`src/rtl/ped_xing_pkg.sv`:
```
// Shared state codes and lamp patterns for the pedestrian crossing controller.
// Lamp vectors are packed as {sv, sa, sr, pv, pr}.
package ped_xing_pkg;

   typedef enum logic [2:0] {
      ST_CLEAR      = 3'd0,
      ST_GREEN      = 3'd1,
      ST_GREEN_WAIT = 3'd2,
      ST_AMBER      = 3'd3,
      ST_WALK       = 3'd4,
      ST_FLASH      = 3'd5,
      ST_NIGHT      = 3'd6
   } state_t;

   localparam logic [4:0] LAMP_CLEAR = 5'b00101;
   localparam logic [4:0] LAMP_GREEN = 5'b10001;
   localparam logic [4:0] LAMP_AMBER = 5'b01001;
   localparam logic [4:0] LAMP_WALK  = 5'b00110;
   localparam logic [4:0] LAMP_FLASH = 5'b00100;
   localparam logic [4:0] LAMP_NIGHT = 5'b00000;

   // Blinking lamps (pv in FLASH, sa in NIGHT) are overlaid from the blink phase.
   function automatic logic [4:0] lamp_vec(input state_t st, input logic blink);
      logic [4:0] v;
      v = LAMP_CLEAR;
      case (st)
         ST_CLEAR:      v = LAMP_CLEAR;
         ST_GREEN:      v = LAMP_GREEN;
         ST_GREEN_WAIT: v = LAMP_GREEN;
         ST_AMBER:      v = LAMP_AMBER;
         ST_WALK:       v = LAMP_WALK;
         ST_FLASH:      v = LAMP_FLASH | {3'b000, blink, 1'b0};
         ST_NIGHT:      v = LAMP_NIGHT | {1'b0, blink, 3'b000};
         default:       v = LAMP_CLEAR;
      endcase
      return v;
   endfunction

endpackage

```
`src/rtl/btn_debounce.sv`:
```
// Per-button 2-FF synchroniser, stable-time debouncer and one-cycle press pulse.
// Button is active low; reset leaves it in the released state.
module btn_debounce #(
   parameter int DEB_T = 20
) (
   input  logic clk,
   input  logic rstn,
   input  logic btn_n,
   output logic press
);

   localparam int DW = (DEB_T > 1) ? $clog2(DEB_T) : 1;
   localparam logic [DW-1:0] DEB_M1 = DW'(DEB_T - 1);

   logic          sync1_reg;
   logic          sync2_reg;
   logic          level_reg;
   logic          press_reg;
   logic [DW-1:0] cnt_reg;

   // The counter tracks consecutive samples that disagree with the debounced level.
   always_ff @(posedge clk or negedge rstn) begin
      if (!rstn) begin
         sync1_reg <= 1'b1;
         sync2_reg <= 1'b1;
         level_reg <= 1'b1;
         press_reg <= 1'b0;
         cnt_reg   <= '0;
      end else begin
         sync1_reg <= btn_n;
         sync2_reg <= sync1_reg;
         press_reg <= 1'b0;
         if (sync2_reg == level_reg) begin
            cnt_reg <= '0;
         end else if (cnt_reg == DEB_M1) begin
            level_reg <= sync2_reg;
            cnt_reg   <= '0;
            press_reg <= ~sync2_reg;
         end else begin
            cnt_reg <= cnt_reg + DW'(1);
         end
      end
   end

   assign press = press_reg;

endmodule

```
`src/rtl/ped_xing_ctrl.sv`:
```
// Moore pedestrian-crossing controller: vehicle/pedestrian lamps, request latch,
// all-red clearance and flashing-amber night mode. One clock cycle is one tick.
module ped_xing_ctrl
   import ped_xing_pkg::*;
#(
   parameter int NBTN    = 2,
   parameter int CNT_W   = 17,
   parameter int T_CLEAR = 2000,
   parameter int T_GREEN = 60000,
   parameter int T_AMBER = 5000,
   parameter int T_WALK  = 20000,
   parameter int T_FLASH = 5000,
   parameter int T_HALF  = 250,
   parameter int DEB_T   = 20
) (
   input  logic            clk,
   input  logic            rstn,
   input  logic [NBTN-1:0] btn_n,
   input  logic            night,
   output logic            sv,
   output logic            sa,
   output logic            sr,
   output logic            pv,
   output logic            pr,
   output logic            req_lamp,
   output logic [2:0]      state_o
);

   localparam int BLK_W = (T_HALF > 1) ? $clog2(T_HALF) : 1;
   localparam logic [CNT_W-1:0] CLEAR_M1 = CNT_W'(T_CLEAR - 1);
   localparam logic [CNT_W-1:0] GREEN_M1 = CNT_W'(T_GREEN - 1);
   localparam logic [CNT_W-1:0] AMBER_M1 = CNT_W'(T_AMBER - 1);
   localparam logic [CNT_W-1:0] WALK_M1  = CNT_W'(T_WALK - 1);
   localparam logic [CNT_W-1:0] FLASH_M1 = CNT_W'(T_FLASH - 1);
   localparam logic [BLK_W-1:0] HALF_M1  = BLK_W'(T_HALF - 1);

   logic [NBTN-1:0] press;
   logic            any_press;
   logic            night_s1_reg;
   logic            night_s2_reg;

   state_t             state_reg, state_next;
   logic [CNT_W-1:0]   cnt_reg, cnt_next;
   logic [BLK_W-1:0]   blink_cnt_reg, blink_cnt_next;
   logic               blink_reg, blink_next;
   logic               req_reg, req_next;
   logic [4:0]         lamp_reg, lamp_next;
   logic               entry;
   logic               blink_on;

   genvar gi;
   generate
      for (gi = 0; gi < NBTN; gi++) begin : g_btn
         btn_debounce #(.DEB_T(DEB_T)) u_deb (
            .clk   (clk),
            .rstn  (rstn),
            .btn_n (btn_n[gi]),
            .press (press[gi])
         );
      end
   endgenerate

   assign any_press = |press;

   always_ff @(posedge clk or negedge rstn) begin
      if (!rstn) begin
         night_s1_reg <= 1'b0;
         night_s2_reg <= 1'b0;
      end else begin
         night_s1_reg <= night;
         night_s2_reg <= night_s1_reg;
      end
   end

   always_comb begin
      state_next = state_reg;
      case (state_reg)
         ST_CLEAR:      if (cnt_reg == CLEAR_M1) state_next = ST_GREEN;
         ST_GREEN: begin
            if (night_s2_reg)            state_next = ST_NIGHT;
            else if (cnt_reg == GREEN_M1) state_next = ST_GREEN_WAIT;
         end
         ST_GREEN_WAIT: begin
            if (night_s2_reg)              state_next = ST_NIGHT;
            else if (req_reg || any_press) state_next = ST_AMBER;
         end
         ST_AMBER:      if (cnt_reg == AMBER_M1) state_next = ST_WALK;
         ST_WALK:       if (cnt_reg == WALK_M1)  state_next = ST_FLASH;
         ST_FLASH:      if (cnt_reg == FLASH_M1) state_next = ST_CLEAR;
         ST_NIGHT:      if (!night_s2_reg)       state_next = ST_CLEAR;
         default:       state_next = ST_CLEAR;
      endcase

      entry = (state_next != state_reg);

      // Open-ended states hold the counter so it cannot wrap while waiting.
      cnt_next = cnt_reg + CNT_W'(1);
      if (entry)
         cnt_next = '0;
      else if (state_reg == ST_GREEN_WAIT || state_reg == ST_NIGHT)
         cnt_next = cnt_reg;

      blink_on       = (state_next == ST_FLASH) || (state_next == ST_NIGHT);
      blink_cnt_next = '0;
      blink_next     = 1'b1;
      if (blink_on && !entry) begin
         if (blink_cnt_reg == HALF_M1) begin
            blink_cnt_next = '0;
            blink_next     = ~blink_reg;
         end else begin
            blink_cnt_next = blink_cnt_reg + BLK_W'(1);
            blink_next     = blink_reg;
         end
      end

      req_next = req_reg;
      if (entry && (state_next == ST_AMBER || state_next == ST_NIGHT))
         req_next = 1'b0;
      else if ((state_reg == ST_GREEN || state_reg == ST_GREEN_WAIT) && any_press)
         req_next = 1'b1;

      lamp_next = lamp_vec(state_next, blink_next);
   end

   always_ff @(posedge clk or negedge rstn) begin
      if (!rstn) begin
         state_reg     <= ST_CLEAR;
         cnt_reg       <= '0;
         blink_cnt_reg <= '0;
         blink_reg     <= 1'b1;
         req_reg       <= 1'b0;
         lamp_reg      <= LAMP_CLEAR;
      end else begin
         state_reg     <= state_next;
         cnt_reg       <= cnt_next;
         blink_cnt_reg <= blink_cnt_next;
         blink_reg     <= blink_next;
         req_reg       <= req_next;
         lamp_reg      <= lamp_next;
      end
   end

   assign {sv, sa, sr, pv, pr} = lamp_reg;
   assign req_lamp             = req_reg;
   assign state_o              = state_reg;

endmodule

```
`config.mk`:
```
export PLATFORM = sky130hd
export DESIGN_NAME = ped_xing_ctrl
export DESIGN_NICKNAME = d
export VERILOG_FILES = /design/src/rtl/ped_xing_pkg.sv /design/src/rtl/btn_debounce.sv /design/src/rtl/ped_xing_ctrl.sv
export SDC_FILE = /design/constraint.sdc
export NUM_CORES = 1
export LEC_CHECK = 0
export CORE_UTILIZATION = 24
export DETAILED_ROUTE_END_ITERATION = 8
export PLACE_DENSITY_LB_ADDON = 0.3
export SYNTH_ARGS = -nofsm -noshare
export SYNTH_HDL_FRONTEND = slang
export SYNTH_SLANG_ARGS = --single-unit
```
`constraint.sdc`:
```
create_clock -name clk -period 2.6 [get_ports clk]
set_input_delay 0.52 -clock clk [delete_from_list [all_inputs] [get_ports clk]]
set_output_delay 0.52 -clock clk [all_outputs]
set_load 0.01 [all_outputs]
```
### After elaboration in Yosys (flattened, before gate mapping)

Cells that the tools add are included.

| storage, ports and cells | value |
|---|---|
| flip-flop bits (word level) | 55 |
| input bits | 5 |
| output and inout bits | 9 |
| logic and storage cells | 92 |

| operators by class | value |
|---|---|
| add/sub/neg operators | 4 |
| equality and inequality tests | 23 |
| multiplexer cells | 27 |
| bitwise operators | 5 |
| reduce and logical (&&, ||, !) cells | 15 |

Operators by type and width:

| cell | number |
|---|---|
| $mux 17 | 2 |
| $mux 3 | 9 |
| $pmux 5 s5 | 1 |
| $pmux 3 s7 | 1 |
| $mux 5 | 4 |
| $eq 3x3->1 const B | 6 |
| $add 17x1->17 const B | 1 |
| $eq 17x11->1 const B | 1 |
| $eq 17x13->1 const B | 1 |
| $eq 17x15->1 const B | 1 |
| $eq 17x16->1 const B | 1 |
| $mux 8 | 2 |
| $eq 3x2->1 const B | 4 |
| $add 5x1->5 const B | 2 |
| $eq 5x5->1 const B | 2 |
| $add 8x1->8 const B | 1 |
| $eq 8x8->1 const B | 1 |
| $mux 1 | 8 |
| $eq 3x1->1 const B | 2 |
| $logic_or 1x1->1 | 5 |
| $not 1->1 | 5 |
| $reduce_and 2->1 | 2 |
| $reduce_or 2->1 | 2 |
| $logic_and 1x1->1 | 3 |
| other kinds (6) | 7 |

### Depth between registers and ports, before layout

Gate-level depths: netlist of the first run.

| logic depth | value |
|---|---|
| depth in word-level cells | 10 |
| depth in mapped cells | 8 |

### Cells and area by module

From an unflattened synthesis of the first run, not the netlist that was laid out.

| second synthesis, totals | value |
|---|---|
| cells, all modules | 270 |
| area total of the unflattened synthesis | 2740.1 um^2 |

Modules (own cells, without submodules):

| module | instances | cells an instance | area an instance (um^2) | sequential area each (um^2) |
|---|---|---|---|---|
| ped_xing_ctrl | 1 | 212 | 1981.9 | 929.6 |
| btn_debounce | 2 | 29 | 379.1 | 229.0 |

### Least setup slack after synthesis of the first run

Ideal clock, no wire load.

| timing | value |
|---|---|
| kind | flip-flop to flip-flop |
| from | reg cnt_reg[5] |
| to | reg lamp_reg[1] |
| data arrival time | 2.190 ns |
| required time | 2.514 ns |
| path slack | 0.324 ns |
| cell stages (with the launch flop) | 7 |
| path buffers | 0 |
| period minus slack after synthesis | 2.276 ns |
| path through | dfrtp_1 > or4_4 > or2_0 > nor2_2 > mux2_2 > a211o_2 > nor3_1 |

| on the way | value |
|---|---|
| longest elaborated chain between the ends | 9 |

RTL lines:

| element | RTL line | RTL |
|---|---|---|
| from (decl) | ped_xing_ctrl.sv:43 | `logic [CNT_W-1:0] cnt_reg, cnt_next;` |
| from (signal assigned) | ped_xing_ctrl.sv:135 | `cnt_reg <= cnt_next;` |
| $eq 17x16->1 | ped_xing_ctrl.sv:81 | `else if (cnt_reg == GREEN_M1) state_next = ST_GREEN_WAIT;` |
| $mux 3 | ped_xing_ctrl.sv:81 |  |
| $mux 3 | ped_xing_ctrl.sv:80 | `if (night_s2_reg) state_next = ST_NIGHT;` |
| $pmux 3 s7 (*) | ped_xing_ctrl.sv:77 | `case (state_reg)` |
| $eq 3x3->1 / $ne 3x3->1 (equally long branches) | ped_xing_pkg.sv:26, ped_xing_ctrl.sv:103, ped_xing_ctrl.sv:94 |  |
| $logic_or 1x1->1 / $logic_not 1->1 (equally long branches) | ped_xing_ctrl.sv:103, ped_xing_ctrl.sv:106 |  |
| $logic_and 1x1->1 | ped_xing_ctrl.sv:106 | `if (blink_on && !entry) begin` |
| $mux 1 | ped_xing_ctrl.sv:106 |  |
| $pmux 5 s5 (*) | ped_xing_pkg.sv:26 | `case (st)` |
| named net lamp_next[1] | ped_xing_ctrl.sv:47 | `logic [4:0] lamp_reg, lamp_next;` |
| to (signal assigned) | ped_xing_ctrl.sv:139 | `lamp_reg <= lamp_next;` |
| to (decl) | ped_xing_ctrl.sv:47 |  |

The timed path passes the listed nets; every way through them passes the cells marked *.
A chain may end at the register's enable or synchronous reset.

### Worst setup path in the final report of the first run

Ends and elaborated chain as after synthesis.

==> flow_summary.yaml, run 1 <==
place:
  place_hpwl_microns: 3830
  place_congestion: 0.761
  placed_cells: 423
  placed_cell_area_sq_um: 3120
  placement.io_buffers: 13
floorplan:
  initial_utilization_pct: 24.5
  row_count: 39
  dieArea_sq_um: 12100
  die_height_microns: 110
  die_w_microns: 110
  pin_count: 14
  core_sq_um: 11400
global_routing:
  track_usage_pct: 9.72
  grt_pass1_wl_microns: 9030
  grt_overflow: 0
  grt_pass1_vias: 1942
  antenna_found_initial: 0
  grt_start_max_net_pins: 42
clocking:
  cts.sinks: 55
  root_buffer: "clkbuf_16"
  cts_resized: 0
  htreeDepth: 2
  cts_buffers: 5
  clock_latency_ns: 0.29
  clk_pin_slew_ns: 0.07
  cts_hold_buf: 0
  tritoncts: "done"
  cts_buffer_depth: 2
  postCtsSetupBuffers: 0
synth:
  synth_nets: 273
  syn_area_sq_um: 2790
  yosys_warnings: 0
  synthFlopType: "dfrtp_1"
  synth_edf_count: 0
  syn_avg_cell_area_sq_um: 10.6
  synth_cell_types: 55
  yosysSeqAreaShare_pct: 49.7
  synth_cells: 263
  ys_ff_latch: 55
  ys_async_sr_fraction_pct: 100
run_status:
  outcome: "complete, no violations"
route:
  viasPerCell: 4.43
  drc: 0
  dr.first_iter.drc_count: 47
  post_drt_wl_per_cell_microns: 12.2
  num_vias: 1921
  dr.pass1.iters: 4
  ant_nets: 0
  drt_wl_total_microns: 5300
power:
  p_leak_nw: 1.34
  ir_worst_vdd_uv: 292
  powerDensity_nw_per_um2: 481
  total_power_mw: 1.58
layout:
  finalNetCount: 300
  final_area_sq_um: 3290
  area_growth_pct: 17.9
  final_util_pct: 28.9
  final_cells: 434
  n_antenna_cell: 0
  drive_above_1_share_pct: 19.9
  largest_register_ffs: 17
sta:
  max_freq_mhz: 414
  finalClockSkew_ns: 0.00684
  period_share_pct: 92.9
  slew_viol_final: 0
  finalSetupViolations: 0
  hold_viol: 0
  min_period_ns: 2.42
  worst_pin_slew_ns: 0.531
  max_slew_margin_pct: 64.3
  rsz0062_at_grt: "no"
  fin_tns_setup_ns: 0
worst_setup_path:
  startpoint_type: "flop"
  arrival_ns: 2.62
  cp.required_ns: 2.81
  worstPathMaxFanout: 5
  worst-setup-path-type: "reg2reg"
  end_kind: "flop"
min_path:
  hold_path.class: "in2async"
job:
  maxCapViolCount: 0
==> report_power, final <==
part           internal [mW]  switching [mW]
sequential             0.870         0.00941
combinational         0.0169          0.0274
clock                  0.358           0.302
total                   1.24           0.338
==> layout by cell type (no fill, tap or decap), types with 2 or more instances in the layout <==
| cell type | Yosys | routed |
|---|---|---|
| a21oi_1 | 2 | 2 |
| clkinv_2 | 0 | 2 |
| nand2b_1 | 3 | 3 |
| xor2_1 | 20 | 20 |
| clkdlybuf4s50_1 | 0 | 12 |
| ha_1 | 5 | 5 |
| dfrtp_1 | 46 | 46 |
| nand4b_1 | 2 | 2 |
| clkbuf_16 | 0 | 5 |
| nor3_2 | 12 | 12 |
| xnor2_1 | 12 | 12 |
| nor4_1 | 3 | 3 |
| and2_1 | 5 | 5 |
| o211ai_1 | 3 | 3 |
| and3_1 | 5 | 5 |
| buf_4 | 1 | 13 |
| nand2_1 | 16 | 16 |
| dfstp_2 | 9 | 9 |
| a211oi_1 | 2 | 2 |
| nor3_1 | 13 | 13 |
| nor3b_1 | 3 | 3 |
| nor2_1 | 32 | 32 |
| nand4_1 | 3 | 3 |
| mux2_2 | 3 | 3 |
| nand3_1 | 19 | 19 |
| o21ai_0 | 6 | 6 |
| inv_1 | 5 | 5 |
==> metal layers <==
layer,track usage (%),share of wire (%)
met3,1.90,2.5
met5,0,0
met2,16.2,48
met1,12.5,48
met4,3.43,1.2
==> final cells by class <==
cell class	instances	area, sq um
Fill cell	1189	8080
Sequential cell	55	1390
Multi-Input combinational cell	195	1320
Timing Repair Buffer	27	243
Tap cell	143	179
Clock buffer	5	125
Inverter	6	22.5
Clock inverter	3	18.8
==> stage by stage <==
step | hold WS (ns) | setup WS, ns
2_1_floorplan | 0.224 | 0.324
3_3_place_gp | 0.334 | 0.112
3_5_place_dp | 0.337 | 0.0529
4_1_cts | 0.166 | 0.0481
5_1_grt | 0.180 | 0.0527
6_report | 0.148 | 0.184
==> Yosys cell counts (all sizes together) (3+ instances only) <==
library cell | number | area share, %
nand4 | 3 | 0.67
nand2b | 3 | 0.67
mux2 | 3 | 1.2
o211ai | 3 | 0.81
and3 | 5 | 1.1
nor4 | 3 | 0.67
dfrtp | 46 | 41
ha | 5 | 2.2
o21ai | 8 | 1.6
nor3 | 26 | 7.2
nor3b | 3 | 0.81
xor2 | 20 | 6.3
clkbuf | 3 | 1.1
dfstp | 9 | 8.5
inv | 6 | 0.81
nor2 | 33 | 4.5
xnor2 | 12 | 3.8
buf | 4 | 1.2
and2 | 5 | 1.1
nand2 | 16 | 2.2
nand3 | 19 | 3.4
or2 | 3 | 0.67
==> path summary, 6_finish.rpt <==
path	cells after the start	slack, ns	from	endpoint
min in group clk	0	0.35	night_s1_reg	night_s2_reg
max in group asynchronous	2	1.85	rstn	g_btn[0].u_deb.sync1_reg
worst min register to register	0	0.35	night_s1_reg	night_s2_reg
worst max register to register	6	0.18	cnt_reg[5]	lamp_reg[1]
worst min-delay path	1	0.15	rstn	state_o[0]
worst max-delay path	6	0.18	cnt_reg[5]	lamp_reg[1]
==> cells by family (layout without fill, tap and decap cells) <==
| family | after synthesis | count (layout) | synth area share (%) |
|---|---|---|---|
| DFF | 55 | 55 | 49.7 |
| muxes | 5 | 5 | 2.38 |
| AOI/OAI and AO/OA | 22 | 22 | 5.43 |
| adders and majority gates | 5 | 5 | 2.24 |
| buffers and inverters | 13 | 41 | 3.14 |
| xor gates and xnor gates | 32 | 32 | 10.0 |
| and+or+nand+nor | 131 | 131 | 27.0 |
==> critical path, cell delays in order, from the launching register on <==
cell,delay (ns)
dfrtp_1,0.43
or4_4,0.57
or2_0,0.25
nor2_2,0.18
mux2_2,0.35
a211o_2,0.37
nor3_1,0.18
Note: power is estimated with default switching activity, not from simulation.
==> run 2, diff against run 1 <==
--- a/config.mk
+++ b/config.mk
@@ -5,6 +5,7 @@
 export SDC_FILE = /design/constraint.sdc
 export NUM_CORES = 1
 export LEC_CHECK = 0
+export ABC_CLOCK_PERIOD_IN_PS = 2600
 export CORE_UTILIZATION = 24
 export DETAILED_ROUTE_END_ITERATION = 8
 export PLACE_DENSITY_LB_ADDON = 0.3
==> results of run 2 <==
The final DEF is identical to that of run 1; final timing and power are the same.
==> run 3, diff against run 2 <==
--- a/config.mk
+++ b/config.mk
@@ -12,3 +12,4 @@
 export SYNTH_ARGS = -nofsm -noshare
 export SYNTH_HDL_FRONTEND = slang
 export SYNTH_SLANG_ARGS = --single-unit
+export TNS_END_PERCENT = 100
==> results of run 3 <==
The final DEF is identical to that of run 1; final timing and power are the same.
